<file path="src/rtl/chen_frame_sync_pkg.sv">
// Shared definitions for the sync-word hunter/framer: FSM state encoding
// and the default sync symbol.
package chen_frame_sync_pkg;

  typedef enum logic [1:0] {
    ST_HUNT   = 2'd0,
    ST_VERIFY = 2'd1,
    ST_LOCK   = 2'd2
  } state_e;

  localparam logic [7:0] SYNC_WORD_DEFAULT = 8'h47;

endpackage

</file>
<file path="src/rtl/chen_frame_sync.sv">
// Frame synchroniser: hunts a periodic sync symbol, locks after LOCK_COUNT
// correctly spaced hits, then strips the sync and emits aligned payload bursts.
module chen_frame_sync
  import chen_frame_sync_pkg::*;
#(
  parameter int                    DATA_WIDTH   = 8,
  parameter int                    FRAME_LENGTH = 255,
  parameter int                    CNT_WIDTH    = 9,
  parameter logic [DATA_WIDTH-1:0] SYNC_WORD    = DATA_WIDTH'(SYNC_WORD_DEFAULT),
  parameter int                    LOCK_COUNT   = 3,
  parameter int                    UNLOCK_COUNT = 3
) (
  input  logic                  clk,
  input  logic                  rst,
  input  logic                  data_en_i,
  input  logic [DATA_WIDTH-1:0] data_i,
  output logic                  data_en_o,
  output logic [DATA_WIDTH-1:0] data_o,
  output logic                  frame_start_o,
  output logic                  locked_o,
  output logic                  sync_err_o
);

  localparam int GW = $clog2(LOCK_COUNT + 1);
  localparam int MW = $clog2(UNLOCK_COUNT + 1);
  localparam logic [CNT_WIDTH-1:0] POS_LAST    = CNT_WIDTH'(FRAME_LENGTH);
  localparam logic [GW-1:0]        GOOD_TARGET = GW'(LOCK_COUNT);
  localparam logic [MW-1:0]        MISS_TARGET = MW'(UNLOCK_COUNT);

  if (FRAME_LENGTH > (2 ** CNT_WIDTH) - 1) begin : g_bad_cnt_width
    $error("chen_frame_sync: CNT_WIDTH too small to hold FRAME_LENGTH");
  end
  if (LOCK_COUNT < 2) begin : g_bad_lock_count
    $error("chen_frame_sync: LOCK_COUNT must be at least 2");
  end
  if (UNLOCK_COUNT < 1) begin : g_bad_unlock_count
    $error("chen_frame_sync: UNLOCK_COUNT must be at least 1");
  end

  state_e                state_q, state_d;
  logic [CNT_WIDTH-1:0]  pos_q, pos_d;
  logic [GW-1:0]         good_cnt_q, good_cnt_d;
  logic [MW-1:0]         miss_cnt_q, miss_cnt_d;

  logic                  data_en_q, data_en_d;
  logic [DATA_WIDTH-1:0] data_q, data_d;
  logic                  frame_start_q, frame_start_d;
  logic                  locked_q, locked_d;
  logic                  sync_err_q, sync_err_d;

  logic                  is_sync;
  logic                  at_sync_pos;
  logic [GW-1:0]         good_cnt_inc;
  logic [MW-1:0]         miss_cnt_inc;

  assign is_sync      = (data_i == SYNC_WORD);
  assign at_sync_pos  = (pos_q == POS_LAST);
  assign good_cnt_inc = good_cnt_q + GW'(1);
  assign miss_cnt_inc = miss_cnt_q + MW'(1);

  always_ff @(posedge clk) begin
    if (rst) begin
      state_q       <= ST_HUNT;
      pos_q         <= '0;
      good_cnt_q    <= '0;
      miss_cnt_q    <= '0;
      data_en_q     <= 1'b0;
      data_q        <= '0;
      frame_start_q <= 1'b0;
      locked_q      <= 1'b0;
      sync_err_q    <= 1'b0;
    end else begin
      state_q       <= state_d;
      pos_q         <= pos_d;
      good_cnt_q    <= good_cnt_d;
      miss_cnt_q    <= miss_cnt_d;
      data_en_q     <= data_en_d;
      data_q        <= data_d;
      frame_start_q <= frame_start_d;
      locked_q      <= locked_d;
      sync_err_q    <= sync_err_d;
    end
  end

  // Next state and counters; idle cycles leave everything frozen.
  always_comb begin
    state_d    = state_q;
    pos_d      = pos_q;
    good_cnt_d = good_cnt_q;
    miss_cnt_d = miss_cnt_q;
    if (data_en_i) begin
      case (state_q)
        ST_HUNT: begin
          if (is_sync) begin
            state_d    = ST_VERIFY;
            pos_d      = '0;
            good_cnt_d = GW'(1);
          end
        end
        ST_VERIFY: begin
          if (!at_sync_pos) begin
            pos_d = pos_q + CNT_WIDTH'(1);
          end else if (is_sync) begin
            pos_d      = '0;
            good_cnt_d = good_cnt_inc;
            if (good_cnt_inc == GOOD_TARGET) begin
              state_d    = ST_LOCK;
              miss_cnt_d = '0;
            end
          end else begin
            // The failing symbol is consumed here, not offered back to HUNT.
            state_d    = ST_HUNT;
            pos_d      = '0;
            good_cnt_d = '0;
          end
        end
        ST_LOCK: begin
          if (!at_sync_pos) begin
            pos_d = pos_q + CNT_WIDTH'(1);
          end else begin
            pos_d = '0;
            if (is_sync) begin
              miss_cnt_d = '0;
            end else begin
              miss_cnt_d = miss_cnt_inc;
              if (miss_cnt_inc == MISS_TARGET) begin
                state_d    = ST_HUNT;
                good_cnt_d = '0;
                miss_cnt_d = '0;
              end
            end
          end
        end
        default: begin
          state_d    = ST_HUNT;
          pos_d      = '0;
          good_cnt_d = '0;
          miss_cnt_d = '0;
        end
      endcase
    end
  end

  always_comb begin
    data_en_d     = 1'b0;
    data_d        = '0;
    frame_start_d = 1'b0;
    sync_err_d    = 1'b0;
    locked_d      = (state_d == ST_LOCK);
    if (data_en_i && (state_q == ST_LOCK)) begin
      if (!at_sync_pos) begin
        data_en_d     = 1'b1;
        data_d        = data_i;
        frame_start_d = (pos_q == '0);
      end else begin
        sync_err_d = !is_sync;
      end
    end
  end

  assign data_en_o     = data_en_q;
  assign data_o        = data_q;
  assign frame_start_o = frame_start_q;
  assign locked_o      = locked_q;
  assign sync_err_o    = sync_err_q;

endmodule

</file>
<file path="config.mk">
export PLATFORM = sky130hd
export DESIGN_NAME = chen_frame_sync
export DESIGN_NICKNAME = d
export VERILOG_FILES = /design/src/rtl/chen_frame_sync_pkg.sv /design/src/rtl/chen_frame_sync.sv
export SDC_FILE = /design/constraint.sdc
export NUM_CORES = 1
export LEC_CHECK = 0
export CAP_MARGIN = 20
export CORE_MARGIN = 2
export CORE_UTILIZATION = 35
export CTS_CLUSTER_DIAMETER = 100
export CTS_CLUSTER_SIZE = 40
export DETAILED_ROUTE_END_ITERATION = 16
export PLACE_DENSITY = 0.59
export SYNTH_ARGS = -nofsm -noshare
export SYNTH_HDL_FRONTEND = slang
export SYNTH_SLANG_ARGS = --single-unit
</file>
<file path="constraint.sdc">
create_clock -name clk -period 3.6 [get_ports clk]
set_input_delay 0.9 -clock clk [delete_from_list [all_inputs] [get_ports clk]]
set_output_delay 0.9 -clock clk [all_outputs]
set_load 0.02 [all_outputs]
</file>
==> out/results.ini, run 1 <==
[run_status]
status=finished, final reports clean

[synth]
netlist_instances=152
ys_async_sr_fraction_pct=0
yosysTopAreaCellShare_pct=40.9
synthTopCellsByCount=dfxtp_1 (27), a21oi_1 (13), nor2_1 (11)
syn_avg_cell_area_sq_um=8.69
synth_cell_types=39
netlist_area_sq_um=1320
synthFlopType=dfxtp_1
synth_nets=170
synth_edf_count=0
yosysSeqAreaShare_pct=40.9
synth_seq_cells=27
yosysMostFrequentCell=dfxtp_1
synthTopCellsByArea=dfxtp_1 (41%), ha_1 (6.6%), a21oi_1 (4.9%)
post-synth-top-area-cell=dfxtp_1
ys_warn_count=0

[place]
dp_cells=217
port_buffers=22
post-place-ws_ps=471
hpwl_mm=2.19
gp_congestion=0.808

[route]
drcViolationCount=0
routedWlPerCell_um=13.4
via_per_inst=5.31
drt_wl_total_mm=2.95
ant_nets=0
drt_iter0_drc=90
drt-pass1-iter-count=4
vias=1174

[grt]
grt_pass1_wl_mm=4.88
grt_pass1_vias=1104
grt_start_max_net_pins=16
grt.total_usage_pct=14.6
antenna_found_initial=0
grt.overflow.total=0

[pwr]
clockPowerShare_pct=35.4
p_switching_uw=107
vdd_ir_drop_max_uv=181
power.leakage_nw=0.570
p_comb_share_pct=4.3
pwr_density_cell_nw_per_um2=305
swShare_pct=21.6
p_int_uw=388
finalPower_uw=495
pwr-share-seq_pct=60.3

[timing]
finalSetupViolations=0
min_period_over_period_pct=78.1
tightest_slew_ps=614
rsz0062_at_grt=false
hold_ws_ps=490
maxSlewHeadroom_pct=58.7
fin_tns_setup_ps=0
timing.fmax_mhz=356
clock_skew_ps=4.54
setup_ws_ps=788
period_minus_slack_ps=2810
maxSlewViolCount=0
hold_viol=0

[setup_path]
worstSetupPathType=primary input to flip-flop
r2r_cells=6
start_kind=primary input
crit_fanout=12
cp.arrival_ps=3020
endpoint_kind=flip-flop
critPathRequiredTime_ps=3810

[finish]
instances_no_fill=221
antennaDiodeCount=0
nFillCells=386
final_nets=192
syn2layout_area_growth_pct=22.7
drive_gt1_share_pct=5.20

[clock_tree]
postCtsSetupRepairBufs=0
clock_sinks=27
cts_inserted_buffers=3
htreeDepth=1
cts_root_buffer=clkbuf_8
clk_latency_ps=280
ctsHoldBuffers=0
cts_resized=0
path_clk_slew_ps=90
cts_tree=done
cts.path.max_buffers=2

[floorplanning]
start_util_pct=36.4
die_area_sq_um=4280
core_sq_um=3630
die_y_um=65.4
fp.dieW_um=65.4
ios=23
row_count=22

[run]
cap_violations=0

[worst_hold_path]
min_path_type=flip-flop to flip-flop
hold_depth=2

[cells in the final DEF, fill, tap and decap left out]
cell type | synthesis | final
o32ai_1 | 1 | 1
nand4b_1 | 4 | 4
clkbuf_8 | 0 | 3
nand3b_1 | 1 | 1
clkdlybuf4s50_1 | 0 | 22
nor2_1 | 11 | 11
o21ai_2 | 1 | 1
inv_1 | 7 | 7
or4b_4 | 1 | 1
o21ai_0 | 7 | 7
nand4_1 | 1 | 1
nor4b_1 | 2 | 2
o41ai_1 | 1 | 1
o221a_2 | 1 | 1
or4_1 | 1 | 1
a211oi_1 | 2 | 2
o2bb2ai_1 | 1 | 1
clkinv_2 | 0 | 1
and2_2 | 2 | 2
o31ai_1 | 1 | 1
dfxtp_1 | 27 | 27
nor3b_1 | 1 | 1
and4b_1 | 1 | 1
o21a_1 | 1 | 1
and2_1 | 10 | 10
nand3_1 | 8 | 8
nand2b_1 | 1 | 1
and3_1 | 6 | 6
a21oi_1 | 13 | 13
or3_1 | 2 | 2
a41oi_1 | 2 | 2
nor3_1 | 5 | 5
o2111ai_1 | 1 | 1
ha_1 | 7 | 7
mux2i_1 | 2 | 2
or4b_1 | 1 | 1
nor2b_1 | 3 | 3
nor4_1 | 1 | 1
nand2_1 | 10 | 10
[registers in the layout (all words and copies together) (netlist names)]
| register | cells |
|---|---|
| data_en_o | 1 |
| sync_err_o | 1 |
| frame_start_o | 1 |
| locked_o | 1 |
| pos_q | 9 |
| miss_cnt_q | 2 |
| state_q | 2 |
| data_o | 8 |
| good_cnt_q | 2 |
[worst paths after layout]
| kind | startpoint | to | slack [ps] |
|---|---|---|---|
| setup / recovery | data_i[5] | pos_q[5] | 790 |
| hold / removal | good_cnt_q[1] | good_cnt_q[1] | 490 |
| setup reg to reg | pos_q[0] | locked_o | 1560 |
| hold reg to reg | good_cnt_q[1] | good_cnt_q[1] | 490 |
[per-layer routing]
| layer | track usage, % | up-vias | share of wire, % |
|---|---|---|---|
| met4 | 3.91 | 0 | 0.91 |
| met3 | 4.11 | 4 | 3.4 |
| met1 | 18.1 | 557 | 46 |
| met5 | 0 | - | 0 |
| met2 | 24.9 | 21 | 50 |
| li1 | - | 592 | - |
[area by class of cell]
type	instances	area, sq um	share of cell area [%]
Tap cell	48	60.1	3.70
Inverter	7	26.3	1.62
Multi-Input combinational cell	113	728	44.9
Clock buffer	3	41.3	2.55
Timing Repair Buffer	22	220	13.6
Sequential cell	27	541	33.3
Clock inverter	1	5.00	0.309
[power groups by stage]
stage | logic (mW) | registers, mW | clock network (mW)
global placement | 0.0207 | 0.305 | 0
finish | 0.0213 | 0.298 | 0.175
detailed placement | 0.0210 | 0.305 | 0
global route | 0.0230 | 0.299 | 0.194
CTS | 0.0212 | 0.299 | 0.183
floorplan | 0.00708 | 0.305 | 0
[logic make-up (layout without fill, tap and decap cells)]
group | Yosys count | in the layout | share of synthesized area [%]
compound gates | 32 | 32 | 15.3
mux | 2 | 2 | 1.52
buf+inv | 12 | 33 | 3.98
fa+ha+maj | 7 | 7 | 6.63
flops | 27 | 27 | 40.9
simple gates | 72 | 72 | 31.6
[per-stage QoR]
step	cell area, sq um	util, %
CTS	1620	44.6
global route	1620	44.6
global placement	1580	43.4
finish	1620	44.6
detailed placement	1580	43.4
floorplan	1320	-
[critical path: stages]
cell and delay (ps):
clkdlybuf4s50_1 430, or4b_4 560, o21ai_2 180, nand2_1 240
or4b_1 560, a21oi_1 140
Power figures use the tool's default switching activity.
==> run 2: changes to the inputs <==
==> constraint.sdc (replaced) <==
create_clock -name clk -period 2.9 [get_ports clk]
set_input_delay 0.725 -clock clk [delete_from_list [all_inputs] [get_ports clk]]
set_output_delay 0.725 -clock clk [all_outputs]
set_load 0.02 [all_outputs]
==> run 2 against run 1 <==
- wire length rose by 3.0%
- global-route usage rose by 0.78 points
- critical endpoint is now pos_q[3]
- critical path depth did not move
- clock power rose by 23%
- setup slack got worse by 440 ps
- sequential power rose by 24%
- hold slack got worse by 3.0 ps
==> out/results.ini, run 2 (synthesis results as in run 1) <==
[run_status]
status=finished, final reports clean

[clock_tree]
cts.path.max_buffers=2  ; unchanged
htreeDepth=1  ; unchanged
cts_tree=done
clock_sinks=27  ; unchanged
path_clk_slew_ps=100  ; about the same
clk_latency_ps=270  ; about the same
ctsHoldBuffers=0  ; unchanged
cts_root_buffer=clkbuf_8
cts_inserted_buffers=3  ; unchanged
postCtsSetupRepairBufs=0  ; unchanged
cts_resized=0  ; unchanged

[timing]
fin_tns_setup_ps=0  ; unchanged
tightest_slew_ps=598  ; -16.3 ps
min_period_over_period_pct=87.9
timing.fmax_mhz=392
finalSetupViolations=0  ; unchanged
period_minus_slack_ps=2550
hold_viol=0  ; unchanged
maxSlewHeadroom_pct=59.8  ; +1.1 points
clock_skew_ps=6.87  ; +2.33 ps
maxSlewViolCount=0  ; unchanged
rsz0062_at_grt=false

[setup_path]
cp.arrival_ps=2760  ; -260 ps
critPathRequiredTime_ps=3110  ; -700 ps
crit_fanout=5  ; -7
start_kind=primary input
endpoint_kind=flip-flop
worstSetupPathType=primary input to flip-flop

[floorplanning]
start_util_pct=36.4  ; unchanged
die_y_um=65.4  ; unchanged
die_area_sq_um=4280  ; unchanged
core_sq_um=3630  ; unchanged
fp.dieW_um=65.4  ; unchanged
row_count=22  ; unchanged
ios=23  ; unchanged

[grt]
antenna_found_initial=0  ; unchanged
grt.overflow.total=0  ; unchanged
grt_start_max_net_pins=16  ; unchanged
grt_pass1_wl_mm=5.18  ; +6.2%
grt_pass1_vias=1189  ; +7.7%
grt.total_usage_pct=15.4  ; +0.78 points

[place]
gp_congestion=0.896  ; +11%
port_buffers=22  ; unchanged
hpwl_mm=2.33  ; +6.3%

[finish]
post-route-util_pct=45.2  ; +0.62 points
antennaDiodeCount=0  ; unchanged
largest_register_ffs=9  ; unchanged
final_nets=195  ; +1.6%
final_cell_mix=dfxtp_1 (27), clkdlybuf4s50_1 (22), a21oi_1 (13)
drive_gt1_share_pct=6.82  ; +1.6 points
max_flop_register=pos_q
final_common_cell=dfxtp_1
syn2layout_area_growth_pct=24.4
nFillCells=370  ; -4.1%

[route]
drcViolationCount=0  ; unchanged
vias=1208  ; +2.9%
drt_iter0_drc=107  ; +19%
drt_wl_total_mm=3.04  ; +3.0%
via_per_inst=5.39  ; +1.5%
routedWlPerCell_um=13.6  ; +1.7%
drt-pass1-iter-count=4  ; unchanged
ant_nets=0  ; unchanged

[run]
cap_violations=0  ; unchanged

[pwr]
power.leakage_nw=0.584  ; +2.5%
vdd_ir_drop_max_uv=222  ; +23%
finalPower_uw=613  ; +24%
pwr_density_cell_nw_per_um2=373  ; +22%

[worst_hold_path]
min_path_type=flip-flop to flip-flop

run 2: path summary, 6_finish.rpt:
kind                                 endpoint  slack, ps  cells past startpoint          start
worst max-delay path                 pos_q[3]        350                      6      data_i[5]
worst min-delay path            good_cnt_q[1]        490                      2  good_cnt_q[1]
worst max register to register  miss_cnt_q[1]        880                      6       pos_q[0]
worst min register to register  good_cnt_q[1]        490                      2  good_cnt_q[1]
run 2: power by group:
group	internal, mW	leakage, nW	switching [mW]
registers	0.370	0.217	0.0000659
logic	0.0162	0.341	0.0117
clock network	0.0964	0.0255	0.118
total	0.483	0.584	0.130
run 2: final cells by class:
cell class	instances	area (sq um)	share of cell area, %
Inverter	7	26.3	1.60
Tap cell	48	60.1	3.65
Clock inverter	1	5.00	0.304
Clock buffer	3	41.3	2.51
Multi-Input combinational cell	113	728	44.3
Timing Repair Buffer	25	243	14.8
Sequential cell	27	541	32.9
run 2: critical path, stage by stage:
cell	delay, ps
clkdlybuf4s50_1	430
or4b_4	560
o21ai_2	180
nand2_1	140
or4_1	550
a21oi_1	180
run 2: metal layers:
metal / wire length, um / vias to the layer above / share of wire [%] / track usage, %
met5: 0 / - / 0 / 0
met4: 27 / 0 / 0.89 / 4.17
met3: 89 / 5 / 2.9 / 4.45
met2: 1570 / 18 / 52 / 27.4
met1: 1360 / 587 / 45 / 18.0
li1: - / 598 / - / -
run 2: stage by stage:
stage	hold slack [ps]	instances	instance area (sq um)	worst slack, ps
after global placement	458	220	1600	155
after CTS	491	224	1640	332
after floorplan	445	152	1320	717
after global routing	517	224	1640	250
final	487	224	1640	350
after detailed placement	478	220	1600	82.5
